--- src/rtl/canal_lock_ctrl.sv ---
// Canal lock sequencer: arbitrates passages, equalizes the chamber level with
// the fill/drain valves and opens a gate only when the levels match.
//
// state    | meaning
// IDLE     | no passage, waiting for req_out / req_in
// EQ_SRC   | moving chamber level to the source side level
// OPEN_SRC | source gate open, waiting for boat_entered
// EQ_DST   | moving chamber level to the destination side level
// OPEN_DST | destination gate open, waiting for boat_exited
module canal_lock_ctrl #(
  parameter int               LVL_W     = 14,
  parameter int               TICK_DIV  = 50000,
  parameter logic [LVL_W-1:0] STEP      = 14'd10,
  parameter logic [LVL_W-1:0] LOCK_INIT = 14'd0
) (
  input  logic             clk,
  input  logic             rst_n,
  input  logic [LVL_W-1:0] outside_level,
  input  logic [LVL_W-1:0] inner_level,
  input  logic             req_out,
  input  logic             req_in,
  input  logic             boat_entered,
  input  logic             boat_exited,
  output logic [LVL_W-1:0] lock_level,
  output logic             gate_out_open,
  output logic             gate_in_open,
  output logic             fill_valve,
  output logic             drain_valve,
  output logic             busy,
  output logic             dir_out_to_in
);

  localparam int               CNT_W    = (TICK_DIV > 1) ? $clog2(TICK_DIV) : 1;
  localparam logic [CNT_W-1:0] CNT_LAST = CNT_W'(TICK_DIV - 1);

  typedef enum logic [2:0] {IDLE, EQ_SRC, OPEN_SRC, EQ_DST, OPEN_DST} state_t;

  state_t           state_q;
  logic [CNT_W-1:0] cnt_q;
  logic [LVL_W-1:0] lock_q;
  logic             gate_out_q, gate_in_q, fill_q, drain_q, busy_q, dir_q;

  logic             tick;
  logic [LVL_W-1:0] target, diff, step_amt, lock_d;
  logic             below, above;

  assign tick = (cnt_q == CNT_LAST);

  // Difference is formed before stepping so the move can never wrap or overshoot.
  always_comb begin
    if (state_q == EQ_DST) target = dir_q ? inner_level : outside_level;
    else                   target = dir_q ? outside_level : inner_level;
    below    = (lock_q < target);
    above    = (lock_q > target);
    diff     = below ? (target - lock_q) : (lock_q - target);
    step_amt = (diff < STEP) ? diff : STEP;
    lock_d   = below ? (lock_q + step_amt) : (lock_q - step_amt);
  end

  always_ff @(posedge clk or negedge rst_n) begin
    if (!rst_n) cnt_q <= '0;
    else        cnt_q <= tick ? '0 : cnt_q + CNT_W'(1);
  end

  always_ff @(posedge clk or negedge rst_n) begin
    if (!rst_n) begin
      state_q    <= IDLE;
      lock_q     <= LOCK_INIT;
      gate_out_q <= 1'b0;
      gate_in_q  <= 1'b0;
      fill_q     <= 1'b0;
      drain_q    <= 1'b0;
      busy_q     <= 1'b0;
      dir_q      <= 1'b0;
    end else begin
      case (state_q)
        IDLE: begin
          if (req_out || req_in) begin
            // Both waiting: alternate away from the previous passage direction.
            dir_q   <= (req_out && req_in) ? !dir_q : req_out;
            busy_q  <= 1'b1;
            state_q <= EQ_SRC;
          end
        end
        EQ_SRC, EQ_DST: begin
          if (!below && !above) begin
            fill_q  <= 1'b0;
            drain_q <= 1'b0;
            if (state_q == EQ_SRC) begin
              gate_out_q <= dir_q;
              gate_in_q  <= !dir_q;
              state_q    <= OPEN_SRC;
            end else begin
              gate_out_q <= !dir_q;
              gate_in_q  <= dir_q;
              state_q    <= OPEN_DST;
            end
          end else begin
            fill_q  <= below;
            drain_q <= above;
            if (tick) lock_q <= lock_d;
          end
        end
        OPEN_SRC: begin
          if (boat_entered) begin
            gate_out_q <= 1'b0;
            gate_in_q  <= 1'b0;
            state_q    <= EQ_DST;
          end
        end
        OPEN_DST: begin
          if (boat_exited) begin
            gate_out_q <= 1'b0;
            gate_in_q  <= 1'b0;
            busy_q     <= 1'b0;
            state_q    <= IDLE;
          end
        end
        default: state_q <= IDLE;
      endcase
    end
  end

  assign lock_level    = lock_q;
  assign gate_out_open = gate_out_q;
  assign gate_in_open  = gate_in_q;
  assign fill_valve    = fill_q;
  assign drain_valve   = drain_q;
  assign busy          = busy_q;
  assign dir_out_to_in = dir_q;

endmodule

--- config.mk ---
export PLATFORM = sky130hd
export DESIGN_NAME = canal_lock_ctrl
export DESIGN_NICKNAME = d
export VERILOG_FILES = /design/src/rtl/canal_lock_ctrl.sv
export SDC_FILE = /design/constraint.sdc
export NUM_CORES = 1
export LEC_CHECK = 0
export BUFFER_PORTS_ARGS = -buffer_cell sky130_fd_sc_hd__buf_4
export CORE_ASPECT_RATIO = 0.75
export CORE_MARGIN = 5
export CORE_UTILIZATION = 55
export DETAILED_ROUTE_END_ITERATION = 6
export PLACE_DENSITY = 0.77
export SYNTH_ARGS = -nofsm -noshare
export SYNTH_HDL_FRONTEND = slang
export SYNTH_SLANG_ARGS = --single-unit
--- constraint.sdc ---
create_clock -name clk -period 9 [get_ports clk]
set_input_delay 0.45 -clock clk [delete_from_list [all_inputs] [get_ports clk]]
set_output_delay 0.45 -clock clk [all_outputs]
set_load 0.01 [all_outputs]
[Word level (Yosys, flattened, before mapping)]
Cells that the tools add are included.
Operators by class
  $lt $le $gt $ge: 3
  bitwise gates (word level): 1
  muxes and demuxes: 26
  add/subtract/negate cells: 5
  reductions and logical operators: 15
  eq/ne operators: 9
Operator list (count)
  $mux 14: 6
  $sub 14x14->14: 3
  $add 16x1->16 const B: 1
  $eq 16x16->1 const B: 1
  $mux 16: 1
  $mux 3: 5
  $add 14x14->14: 1
  $gt 14x14->1: 1
  $lt 14x14->1: 1
  $lt 14x4->1 const B: 1
  $pmux 3 s4: 1
  $mux 1: 10
  $ne 2x2->1 const B: 4
  $reduce_and 4->1: 2
  $eq 3x2->1 const B: 2
  $pmux 1 s3: 2
  $reduce_and 3->1: 2
  $eq 3x1->1 const B: 1
  $eq 3x3->1 const B: 1
  $logic_not 1->1: 3
  $logic_not 3->1: 1
  $reduce_bool 3->1: 1
  $logic_and 1x1->1: 2
  $pmux 1 s2: 1
  5 further kinds: 5
Word-level totals
  register bits after elaboration: 39
  output and inout port bits: 20
  input bits: 34
  word-level logic and storage cells: 68

[Depth between registers and ports, before layout]
  depth in word-level cells: 8
  mapped depth: 32
  mapped depth without buffers: 31

[Worst setup path after synthesis]
No wires, ideal clock.
  path type: register to register
  from: register state_q[0]
  to: register lock_q[13] (netlist: lock_level[13])
  cell stages (with the launch flop): 31
  arrival: 7179 ps
  buffers on the path: 2
  clock period less this slack: 7259 ps
  setup time: 80 ps
  slack: 1741 ps
  data required time: 8920 ps
  cells stage by stage: dfrtp_1 clkbuf_1 nor2b_1 nand2_1 xnor2_1 clkbuf_1 mux2_2 ha_1 a21o_1 a21o_1 o21ai_2 nand2_4 or4_4 a31oi_2 o21ai_2 nor3_1 nand2_1 or2_2 ha_1 o22ai_1 ha_1 nor2b_1 o211ai_1 and3_1 o31ai_1 o41ai_1 o21a_1 nor4_1 a211o_1 a211oi_1 xnor2_1
On the way
  longest elaborated chain between the ends: 8
  elaborated cells between the ends (all ways): 19
  classes of those cells: add/sub: 4; order compare: 3; eq/ne: 2; mux: 4; bitwise: 1; reduce/logical: 5
Ends and longest elaborated chain
  from (decl): RTL line 38  | state_t state_q;
  from (signal assigned): RTL line 67  | state_q <= IDLE;
  from (signal assigned): RTL line 82  | state_q <= EQ_SRC;
  from (signal assigned): RTL line 92  | state_q <= OPEN_SRC;
  $eq 3x2->1: RTL line 51, 76
  $mux 14: RTL line 51  | if (state_q == EQ_DST) target = dir_q ? inner_level : outside_level;
  $sub 14x14->14 / $lt 14x14->1 (equally long branches): RTL line 55, 53
  $mux 14: RTL line 55  | diff = below ? (target - lock_q) : (lock_q - target);
  $lt 14x4->1: RTL line 56  | step_amt = (diff < STEP) ? diff : STEP;
  $mux 14: RTL line 56
  $sub 14x14->14 / $add 14x14->14 (equally long branches): RTL line 57  | lock_d = below ? (lock_q + step_amt) : (lock_q - step_amt);
  $mux 14: RTL line 57
  to (signal assigned): RTL line 101  | if (tick) lock_q <= lock_d;
  to (decl): RTL line 40  | logic [LVL_W-1:0] lock_q;
Several ways; a longest one is shown, not always the timed one.
A chain may end at the register's enable or synchronous reset.

[Worst setup path after layout]
  from: register state_q[2]
  to: register lock_q[13] (netlist: lock_level[13])
Same word-level chain as after synthesis.

==> results.toml <==
[clock_network]
tritoncts = "built"
cts_buffers = 5
cts.clk_slew.worst_paths_ns = 0.09
cts_hold_buffers = 0
cts_sinks = 39
clockBufferDepth = 2
clock-root-buffer = "clkbuf_8"
post_cts_buffers = 0
ctsHtreeMaxLevel = 2
clock_latency_ns = 0.31
cts-resized-gates = 0

[critical_path]
worstPathRequired_ns = 9.24
critical-path-slowest-cell = "dfrtp_1"
path_max_fanout = 19
timing.rr.end = "lock_level[13]$_DFFE_PN0P_"
r2r-start = "state_q[2]$_DFFE_PN0P_"
max_stage_delay_ns = 0.51
worstSetupPathType = "reg -> reg"
critical_path.startpoint_type = "flop"
crit_top_cell = "ha_1"
arrival_ns = 8.19
r2r_cells = 29
endpoint_kind = "flop"
r2r_slack_ns = 1.04

[logic_synthesis]
syn_area_sq_um = 4060
ys_seq_area_frac = 0.240
synthTopCellsByCount = "nand2_1 (45), ha_1 (42), o21ai_0 (40)"
syn_nets = 577
synth_most_common_cell = "nand2_1"
ys.flop_type = "dfrtp_1"
yosys_warnings = 0
syn_area_per_cell_sq_um = 8.16
synth-seq-cells = 39
synthCells = 498
synth_area_leaders = "dfrtp_1 (24%), ha_1 (13%), o21ai_0 (4.9%), nand2_1 (4.2%), xnor2_1 (4.1%)"
synth_edf_count = 0
yosys.area.top_type = "dfrtp_1"
netlist.area_leader.share = 0.240
async_reset_ff_frac = 1.00
ys_types = 64

[timing]
max_slew_margin = 0.487
fmax_mhz = 126
min_period_ns = 7.96
tightest_slew_ns = 0.768
fin_worst_skew_ns = 0.0177
setup_viol = 0
drv_slew = 0
hold_violations = 0
rsz0062_at_grt = "no"
hold_slack_ns = 0.111
period_share = 0.884
fin_setup_tns_ns = 0

[grt]
grt.total_usage = 0.228
antenna_found_initial = 0
grt_pass1_wl_um = 17200
grt_pass1_vias = 3607
grt_overflow = 0
grt_max_degree = 40

[min_path]
min_path_type = "in -> async"

[power]
power_mw = 0.416
powerDensity_nw_per_um2 = 89.7
irDropWorstVdd_v = 0.0000759
cellLeakagePower_nw = 2.14

[route]
routed_wl_um = 10500
detail_route.vias_per_cell = 6.02
first_iter_violations = 310
final_antenna_net_count = 0
first_pass_iters = 7
drcViolationCount = 1
vias = 3880
wl_per_cell_um = 16.2

[placement]
place_hpwl_um = 8340
place_area_sq_um = 4520
numPortBuffers = 53
gp_congestion = 1.08

[run_status]
violations = "DRC"
status = "finished, violations left"

[final_layout]
fin_nets = 621
fin_area_sq_um = 4630
fill_cells = 625
syn_to_final_growth_pct = 14.0
antenna_cells = 0
drive_gt1_frac = 0.175

[floorplanning]
die-area_sq_um = 9220
die-height_um = 84.4
dieWidth_um = 109
boundaryPins = 54
start_util = 0.559
core_area_sq_um = 7260
num_rows = 27

[job]
maxCapViolCount = 0
[cell usage in the layout (no fill, tap or decap), types with 11 or more instances in the layout]
| master | instances |
|---|---|
| buf_4 | 54 |
| nand2_1 | 45 |
| ha_1 | 42 |
| o21ai_0 | 40 |
| dfrtp_1 | 39 |
| inv_1 | 37 |
| nor2_1 | 33 |
| a21oi_1 | 32 |
| xnor2_1 | 19 |
| xor2_1 | 15 |
| mux2_2 | 13 |
| nand3_1 | 13 |
| nor2b_1 | 12 |
| nor3_1 | 11 |
[routing by layer]
metal  track usage  vias up  wire (um)
li1              -     1881          -
met1         0.352     1802       5100
met2         0.329      168       4300
met3        0.0469       29        897
met4        0.0374        0        157
met5             0        -          0
[through the flow]
| step | worst slack (ns) | util | cells |
|---|---|---|---|
| 2_1_floorplan | 1.74 | - | 498 |
| 6_report | 1.04 | 0.638 | 644 |
| 5_1_grt | 0.394 | 0.638 | 644 |
| 4_1_cts | 1.11 | 0.638 | 644 |
| 3_5_place_dp | 1.21 | 0.622 | 636 |
| 3_3_place_gp | 1.43 | 0.622 | 636 |
[logic make-up (layout without fill, tap and decap cells)]
family          Yosys count  after routing  synth area share
xor+xnor                 34             34            0.0733
simple gates            172            172             0.223
compound gates          135            135             0.216
flops                    39             39             0.240
buf+inv                  54             99            0.0530
fa+ha+maj                45             45             0.144
mux                      19             19            0.0508
[worst max-delay path: cells and delay by family (launching register included)]
family                     cells  cell delay, ns
and+or+nand+nor               11            2.78
muxes                          1            0.37
AOI/OAI and AO/OA             11            2.50
xor gates and xnor gates       2            0.39
buffers and inverters          1            0.27
adders and majority gates      3            1.06
DFF                            1            0.51
[where the power goes]
part           switching [mW]  internal [mW]
Clock                  0.0711         0.0836
Sequential           0.000272          0.176
Combinational          0.0475         0.0377
Total                   0.119          0.297
[layout make-up]
class,instances,area (sq um),share of cell area
Tap cell,101,126,0.0273
Multi-Input combinational cell,405,2870,0.620
Clock inverter,3,46.3,0.00999
Inverter,37,139,0.0300
Timing Repair Buffer,54,405,0.0875
Clock buffer,5,68.8,0.0149
Sequential cell,39,976,0.211
[worst max path at each step]
stage / depth (start not counted) / end / from / slack, ns
after floorplan: 30 / lock_level[13]$_DFFE_PN0P_ / state_q[0]$_DFFE_PN0P_ / 1.74
after detailed placement: 29 / lock_level[13]$_DFFE_PN0P_ / state_q[2]$_DFFE_PN0P_ / 1.21
after global routing: 29 / lock_level[13]$_DFFE_PN0P_ / state_q[2]$_DFFE_PN0P_ / 0.39
final: 29 / lock_level[13]$_DFFE_PN0P_ / state_q[2]$_DFFE_PN0P_ / 1.04
after CTS: 29 / lock_level[13]$_DFFE_PN0P_ / state_q[2]$_DFFE_PN0P_ / 1.11
after global placement: 29 / lock_level[13]$_DFFE_PN0P_ / state_q[2]$_DFFE_PN0P_ / 1.43
[sequential cells by signal, summed over array words and instances, names as in the netlist]
| register | cells |
|---|---|
| fill_valve | 1 |
| state_q | 3 |
| lock_level | 14 |
| gate_out_open | 1 |
| cnt_q | 16 |
| gate_in_open | 1 |
| drain_valve | 1 |
| dir_out_to_in | 1 |
| busy | 1 |
Note: power is estimated with default switching activity, not from simulation.
